`src/rtl/piso_pkg.sv`:
```
// Shared types and helpers for the parallel-in serial-out transmitter.
package piso_pkg;

    typedef enum logic [1:0] {
        S_IDLE   = 2'd0,
        S_SHIFT  = 2'd1,
        S_PARITY = 2'd2
    } state_e;

    // Bit-counter width; a 2-bit word still needs one counter bit.
    function automatic int cnt_width(input int width);
        return (width <= 2) ? 1 : $clog2(width);
    endfunction

    // Even parity bit: makes the total number of ones (data + parity) even.
    function automatic logic even_parity(input logic [63:0] v);
        return ^v;
    endfunction

endpackage

```
`src/rtl/piso_bit_counter.sv`:
```
// Counts serial bit times within a word and flags the last data bit.
module piso_bit_counter
    import piso_pkg::*;
#(
    parameter int WIDTH = 8
) (
    input  logic clk,
    input  logic rst_n,
    input  logic clr,
    input  logic inc,
    output logic last
);

    localparam int CNT_W = cnt_width(WIDTH);

    logic [CNT_W-1:0] cnt_q, cnt_d;

    assign last = (cnt_q == CNT_W'(WIDTH - 1));

    // Saturates at WIDTH-1: the FSM leaves SHIFT on that increment.
    always_comb begin
        cnt_d = cnt_q;
        if (clr) begin
            cnt_d = '0;
        end else if (inc && !last) begin
            cnt_d = cnt_q + 1'b1;
        end
    end

    always_ff @(posedge clk or negedge rst_n) begin
        if (!rst_n) begin
            cnt_q <= '0;
        end else begin
            cnt_q <= cnt_d;
        end
    end

endmodule

```
`src/rtl/piso_serializer.sv`:
```
// Parallel-in serial-out transmitter with valid/ready word input and clken-paced bit times.
// Optional trailing even-parity bit enabled by defining PISO_SERIALIZER_PARITY_EN.
module piso_serializer
    import piso_pkg::*;
#(
    parameter int WIDTH     = 8,
    parameter bit LSB_FIRST = 1'b1
) (
    input  logic             clk,
    input  logic             rst_n,
    input  logic             clken,
    input  logic             din_valid,
    input  logic [WIDTH-1:0] din,
    output logic             din_ready,
    output logic             SO,
    output logic             so_valid,
    output logic             busy,
    output logic             done
);

    state_e           state_q, state_d;
    logic [WIDTH-1:0] shreg_q, shreg_d;
    logic             done_q, done_d;
    logic             take;
    logic             cnt_inc;
    logic             cnt_last;
    logic             out_bit;

    assign take    = (state_q == S_IDLE) && din_valid;
    assign cnt_inc = (state_q == S_SHIFT) && clken;
    assign out_bit = LSB_FIRST ? shreg_q[0] : shreg_q[WIDTH-1];

    piso_bit_counter #(
        .WIDTH (WIDTH)
    ) u_bit_counter (
        .clk   (clk),
        .rst_n (rst_n),
        .clr   (take),
        .inc   (cnt_inc),
        .last  (cnt_last)
    );

`ifdef PISO_SERIALIZER_PARITY_EN
    logic parity_q, parity_d;

    // Parity is captured from din at transfer, not recomputed from the shifting register.
    always_comb begin
        parity_d = parity_q;
        if (take) begin
            parity_d = even_parity(64'(din));
        end
    end

    always_ff @(posedge clk or negedge rst_n) begin
        if (!rst_n) begin
            parity_q <= 1'b0;
        end else begin
            parity_q <= parity_d;
        end
    end
`endif

    always_comb begin
        state_d = state_q;
        shreg_d = shreg_q;
        done_d  = 1'b0;
        case (state_q)
            S_IDLE: begin
                if (din_valid) begin
                    shreg_d = din;
                    state_d = S_SHIFT;
                end
            end
            S_SHIFT: begin
                if (clken) begin
                    shreg_d = LSB_FIRST ? (shreg_q >> 1) : (shreg_q << 1);
                    if (cnt_last) begin
`ifdef PISO_SERIALIZER_PARITY_EN
                        state_d = S_PARITY;
`else
                        state_d = S_IDLE;
                        done_d  = 1'b1;
`endif
                    end
                end
            end
`ifdef PISO_SERIALIZER_PARITY_EN
            S_PARITY: begin
                if (clken) begin
                    state_d = S_IDLE;
                    done_d  = 1'b1;
                end
            end
`endif
            default: state_d = S_IDLE;
        endcase
    end

    always_ff @(posedge clk or negedge rst_n) begin
        if (!rst_n) begin
            state_q <= S_IDLE;
            shreg_q <= '0;
            done_q  <= 1'b0;
        end else begin
            state_q <= state_d;
            shreg_q <= shreg_d;
            done_q  <= done_d;
        end
    end

    // Outputs decode only registered state, so an async reset clears them at once.
    always_comb begin
        SO = 1'b0;
        case (state_q)
            S_SHIFT:  SO = out_bit;
`ifdef PISO_SERIALIZER_PARITY_EN
            S_PARITY: SO = parity_q;
`endif
            default:  SO = 1'b0;
        endcase
    end

    assign so_valid  = (state_q != S_IDLE);
    assign busy      = (state_q != S_IDLE);
    assign din_ready = (state_q == S_IDLE);
    assign done      = done_q;

endmodule

```
`config.mk`:
```
export PLATFORM = sky130hd
export DESIGN_NAME = piso_serializer
export DESIGN_NICKNAME = d
export VERILOG_FILES = /design/src/rtl/piso_pkg.sv /design/src/rtl/piso_bit_counter.sv /design/src/rtl/piso_serializer.sv
export SDC_FILE = /design/constraint.sdc
export NUM_CORES = 1
export LEC_CHECK = 0
export ABC_AREA = 1
export ABC_CLOCK_PERIOD_IN_PS = 1100
export CAP_MARGIN = 15
export CORE_AREA = 2 2 47 49
export DETAILED_ROUTE_END_ITERATION = 10
export DIE_AREA = 0 0 49 51
export MAX_ROUTING_LAYER = met4
export SLEW_MARGIN = 30
export SYNTH_ARGS = -nofsm -noshare
export SYNTH_HDL_FRONTEND = slang
export SYNTH_SLANG_ARGS = --single-unit
```
`constraint.sdc`:
```
create_clock -name clk -period 1.1 [get_ports clk]
set_input_delay 0.22 -clock clk [delete_from_list [all_inputs] [get_ports clk]]
set_output_delay 0.22 -clock clk [all_outputs]
set_load 0.05 [all_outputs]
```
==> out/metrics.cfg, run 1 <==
[clock_network]
cts-root-buf = clkbuf_4
worstSkewPairLatency_ns = 0.27
h-tree-depth = 1
cts.sinks = 13
cts_tree = yes
ctsHoldBuffers = 0
cts_buffers = 3
cts.clk_slew.worst_paths_ns = 0.09
ctsLongestPathBuffers = 2

[layout]
diodes = 0
final_cell_mix = nand2_1, dfrtp_1, clkdlybuf4s50_1, nand3_1, buf_4
final_common_cell = nand2_1
syn_to_final_growth_pct = 82.71
final_nets = 133
drive_gt1_share_pct = 37.29

[route]
antenna_left = 0
drtIter0Drc = 8
avgViaCountPerCell = 4.623
finalWirelength_mm = 1.766
drc = 0
firstDrtPassIters = 5
via_count = 675
wire_per_inst_um = 12.10

[yosys]
ys_ff_latch = 13
synth_cell_types = 13
syn-cell-area_um2 = 665.6
syn_nets = 100
yosysWarnings = 0
ys_seq_area_share_pct = 48.87
synth_area_per_cell_um2 = 7.740
syn_inst = 86

[timing]
tightestPinTransition_ns = 0.4205
fin_worst_skew_ns = 0.01008
maxSlewViolCount = 0
period_share_pct = 123.2
whs_ns = 0.2409
rsz0062_at_grt = yes
setup_violations = 16
layout_setup_ws_ns = -0.2557
setup_tns_ns = -2.461
hold_viol_final = 0
max_slew_margin_pct = 71.88
fin_crit_ns = 1.356
fmax_ghz = 0.7376

[floorplan]
die_y_um = 51
initial_core_util_pct = 32.26
die_w_um = 49
rows = 17
ios = 17
dieArea_um2 = 2499
core-area_um2 = 2063

[power]
clockPowerShare_pct = 12.4
p_sw_w = 0.0009292
p_per_area_nw_per_um2 = 1955
power_frac_seq_pct = 30.7
comb_power_share_pct = 56.9
power.internal_w = 0.001449
cellLeakagePower_nw = 0.5853
p_total_w = 0.002378
p_sw_share_pct = 39.07
ir_drop_uv = 1221

[global_route]
first_global_vias = 679
antenna_found_initial = 0
grt_overflow = 0
grt_pass1_wl_mm = 2.994
grt_max_degree = 14
track_usage_pct = 16.47

[setup_path]
crit_type = flip-flop to output port
cp-start-kind = flip-flop
endpoint_kind = output port
required_ns = 0.88
crit_slowest_cell = dfrtp_2
cp_cell_sequence = buf_4, buf_12, clkinv_8, buf_12
path_max_fanout = 3
max_stage_delay_ns = 0.43
cpMostUsedCell = buf_12
crit_arrival_ns = 1.14

[placed_design]
dp_hpwl_mm = 1.146
globalplace.congestion = 0.7685
port_buffers = 16

[run_status]
failed_checks = negative setup slack
status = complete, but fails checks

[worst_hold_path]
hold_path_class = primary input to asynchronous set/reset pin

[flow_run]
maxCapViolCount = 0

[cell type report]
class                           instances  area (um2)
Inverter                                5       37.54
Sequential cell                        13       326.6
Tap cell                               28       35.03
Clock buffer                            4       26.28
Fill cell                             197       847.1
Timing Repair Buffer                   31       366.6
Multi-Input combinational cell         65       424.2
[metal layers]
metal | global-route usage, % | vias to the layer above | part of all wire (%)
met1 | 18.89 | 324 | 42
li1 | - | 338 | -
met2 | 28.31 | 11 | 54
met4 | 5.714 | 0 | 0.79
met5 | - | - | 0
met3 | 4.094 | 2 | 3.2
[kinds of logic after synthesis]
family	share of synthesized area (%)
adder cells (fa/ha/maj)	3.759
AO/OA/AOI/OAI	0.9405
flip-flops	48.87
AND/OR/NAND/NOR	38.91
buffers and inverters	7.516
[cells in the mapped netlist (all sizes together)]
| cell type | n | area, um2 |
|---|---|---|
| buf | 4 | 31.27 |
| dfrtp | 13 | 325.3 |
| ha | 2 | 25.02 |
| inv | 5 | 18.76 |
| nand2 | 43 | 171.4 |
| nand3 | 16 | 80.08 |
| nor2 | 2 | 7.510 |
| o22ai | 1 | 6.260 |
[registers in the layout, indices dropped and copies added (netlist names)]
signal / count
shreg_q: 8
u_bit_counter.cnt_q: 3
done: 1
state_q: 1
[power groups by stage]
stage / Sequential (W) / Clock, W / Combinational (W)
final: 0.000731 / 0.000295 / 0.00135
after global routing: 0.000750 / 0.000328 / 0.00147
after CTS: 0.000731 / 0.000304 / 0.00123
after detailed placement: 0.000736 / 0 / 0.00101
after global placement: 0.000730 / 0 / 0.000980
after floorplan: 0.000755 / 0 / 0.000540
[per-stage QoR]
stage | utilization (%) | instances | instance area, um2 | setup slack [ns]
3_3_place_gp | 48.33 | 136 | 997.2 | -0.1990
4_1_cts | 55.73 | 145 | 1150 | -0.2688
3_5_place_dp | 48.33 | 136 | 997.2 | -0.2696
6_report | 58.94 | 146 | 1216 | -0.2557
5_1_grt | 58.94 | 146 | 1216 | -0.2952
2_1_floorplan | - | 86 | 686.9 | -0.1231
[path summary, 6_finish.rpt]
kind | slack (ns) | startpoint | cells after the start | to
worst max-delay path | -0.26 | state_q[0] | 4 | din_ready
worst min-delay path | 0.24 | rst_n | 2 | shreg_q[7]
worst max register to register | -0.15 | state_q[0] | 8 | shreg_q[3]
worst min register to register | 0.52 | shreg_q[4] | 2 | shreg_q[4]
max in group asynchronous | 0.68 | rst_n | 2 | state_q[0]
min in group clk | 0.51 | din[7] | 3 | shreg_q[7]
[worst max-delay path, delay by kind of cell (launching register included)]
family,cells,cell delay (ns)
buffers and inverters,4,0.43
DFF,1,0.43
[what timing repair did]
| action | CTS | global route |
|---|---|---|
| buffers inserted | 5 | 1 |
| endpoints found under the setup margin | 15 | 16 |
| resized for setup | 18 | 12 |
| pin swaps | 1 | 5 |
| gates cloned | 1 | 0 |
Power figures use the tool's default switching activity.
==> run 2, diff against run 1 <==
HOLD_SLACK_MARGIN = 0.03   (was default)
==> results of run 2 <==
No change in the layout: final DEF, timing and power equal those of run 1.
==> run 3, diff against run 2 <==
==> constraint.sdc (replaced) <==
create_clock -name clk -period 1.1 [get_ports clk]
set_input_delay 0.165 -clock clk [delete_from_list [all_inputs] [get_ports clk]]
set_output_delay 0.165 -clock clk [all_outputs]
set_load 0.05 [all_outputs]
==> out/metrics.cfg, run 3 (synthesis gave the netlist of run 1 again) <==
[layout]
num-fill-cells = 220
diodes = 0
regArea_um2 = 326.6
regMostFlops = shreg_q
final_nets = 131
final_common_cell = nand2_1
multi_input_area_um2 = 345.3
drive_gt1_share_pct = 30.17
largest_reg_flops = 8
final_util_pct = 52.58
syn_to_final_growth_pct = 62.97
final_area_um2 = 1085
top_regs = shreg_q: 8 flops, u_bit_counter.cnt_q: 3 flops
final_cell_mix = nand2_1, nand3_1, dfrtp_1, clkdlybuf4s50_1, buf_4

[setup_path]
path_max_fanout = 6
r2r_cells = 6
crit_type = flip-flop to output port
crit_arrival_ns = 1.08
endpoint_kind = output port
cp-start-kind = flip-flop
required_ns = 0.94

[clock_network]
ctsHoldBuffers = 0
cts_buffers = 3
cts-root-buf = clkbuf_4
cts_tree = yes
cts.sinks = 13
worstSkewPairLatency_ns = 0.27
ctsLongestPathBuffers = 2
h-tree-depth = 1
cts.clk_slew.worst_paths_ns = 0.08

[power]
comb_power_share_pct = 50.6
clockPowerShare_pct = 14.1
p_sw_share_pct = 38.37
p_per_area_nw_per_um2 = 1935
power_frac_seq_pct = 35.3
p_sw_w = 0.0008053
p_total_w = 0.002099
power.internal_w = 0.001294
cellLeakagePower_nw = 0.5539
ir_drop_uv = 1108

[route]
finalWirelength_mm = 1.609
antenna_left = 0
drc = 0
via_count = 651
firstDrtPassIters = 4
avgViaCountPerCell = 4.521
wire_per_inst_um = 11.17
drtIter0Drc = 10

[timing]
setup_violations = 15
max_slew_margin_pct = 77.65
tightestPinTransition_ns = 0.3342
fin_crit_ns = 1.249
period_share_pct = 113.5
hold_viol_final = 0
layout_setup_ws_ns = -0.1487
setup_tns_ns = -0.8081
fmax_ghz = 0.8009
rsz0062_at_grt = yes
maxSlewViolCount = 0
fin_worst_skew_ns = 0.004312

[run_status]
failed_checks = negative setup slack
status = complete, but fails checks

[placed_design]
dpl_worst_slack_ns = -0.1142
post_dp_cell_area_um2 = 984.7
port_buffers = 16
globalplace.congestion = 0.7165

[global_route]
track_usage_pct = 14.53
antenna_found_initial = 0
first_global_vias = 626
grt_overflow = 0
grt_max_degree = 16
grt_pass1_wl_mm = 2.628

[floorplan]
initial_core_util_pct = 32.26
core-area_um2 = 2063
rows = 17
ios = 17
die_y_um = 51
die_w_um = 49
dieArea_um2 = 2499

[worst_hold_path]
hold_path_class = primary input to asynchronous set/reset pin

[flow_run]
maxCapViolCount = 0

## run 3: area by class of cell
class	count	area share [%]
Inverter	5	2.537
Tap cell	28	3.230
Sequential cell	13	30.10
Multi-Input combinational cell	65	31.83
Timing Repair Buffer	29	29.87
Clock buffer	4	2.422
## run 3: path summary, 6_finish.rpt
check	from	to	slack, ns
setup / recovery	state_q[0]	busy	-0.15
hold / removal	rst_n	shreg_q[1]	0.19
setup reg to reg	u_bit_counter.cnt_q[1]	u_bit_counter.cnt_q[0]	-0.07
hold reg to reg	shreg_q[7]	shreg_q[7]	0.51
max in group asynchronous	rst_n	state_q[0]	0.73
min in group clk	din[7]	shreg_q[7]	0.46
## run 3: routing by layer
metal / global-route usage [%] / wire length, um / vias to the layer above
met2: 27.63 / 918 / 5
met1: 13.94 / 638 / 309
met4: 7.143 / 18 / 0
met5: - / 0 / -
li1: - / - / 335
met3: 3.216 / 34 / 2
## run 3: power groups by stage
stage	combinational, W	clock (W)	sequential (W)
final	0.00106	0.000296	0.000741
after CTS	0.00106	0.000306	0.000739
after detailed placement	0.000957	0	0.000753
after global routing	0.00117	0.000321	0.000758
after global placement	0.000938	0	0.000746
after floorplan	0.000549	0	0.000756
## run 3: metrics by stage
step / hold slack [ns] / instances
final: 0.1909 / 144
after global routing: 0.1960 / 144
after CTS: 0.1936 / 143
after detailed placement: 0.4910 / 135
after global placement: 0.4909 / 135
after floorplan: -0.1306 / 86
## run 3: timing repair
action,4_1_cts,5_1_grt
gates cloned,0,1
gates resized for setup,6,1
buffers inserted,4,0
setup endpoints to repair,16,16
pin swaps,0,0
## run 3: worst max-delay path: stages (launching register included)
cell	delay (ns)
dfrtp_2	0.49
buf_4	0.18
buf_12	0.14
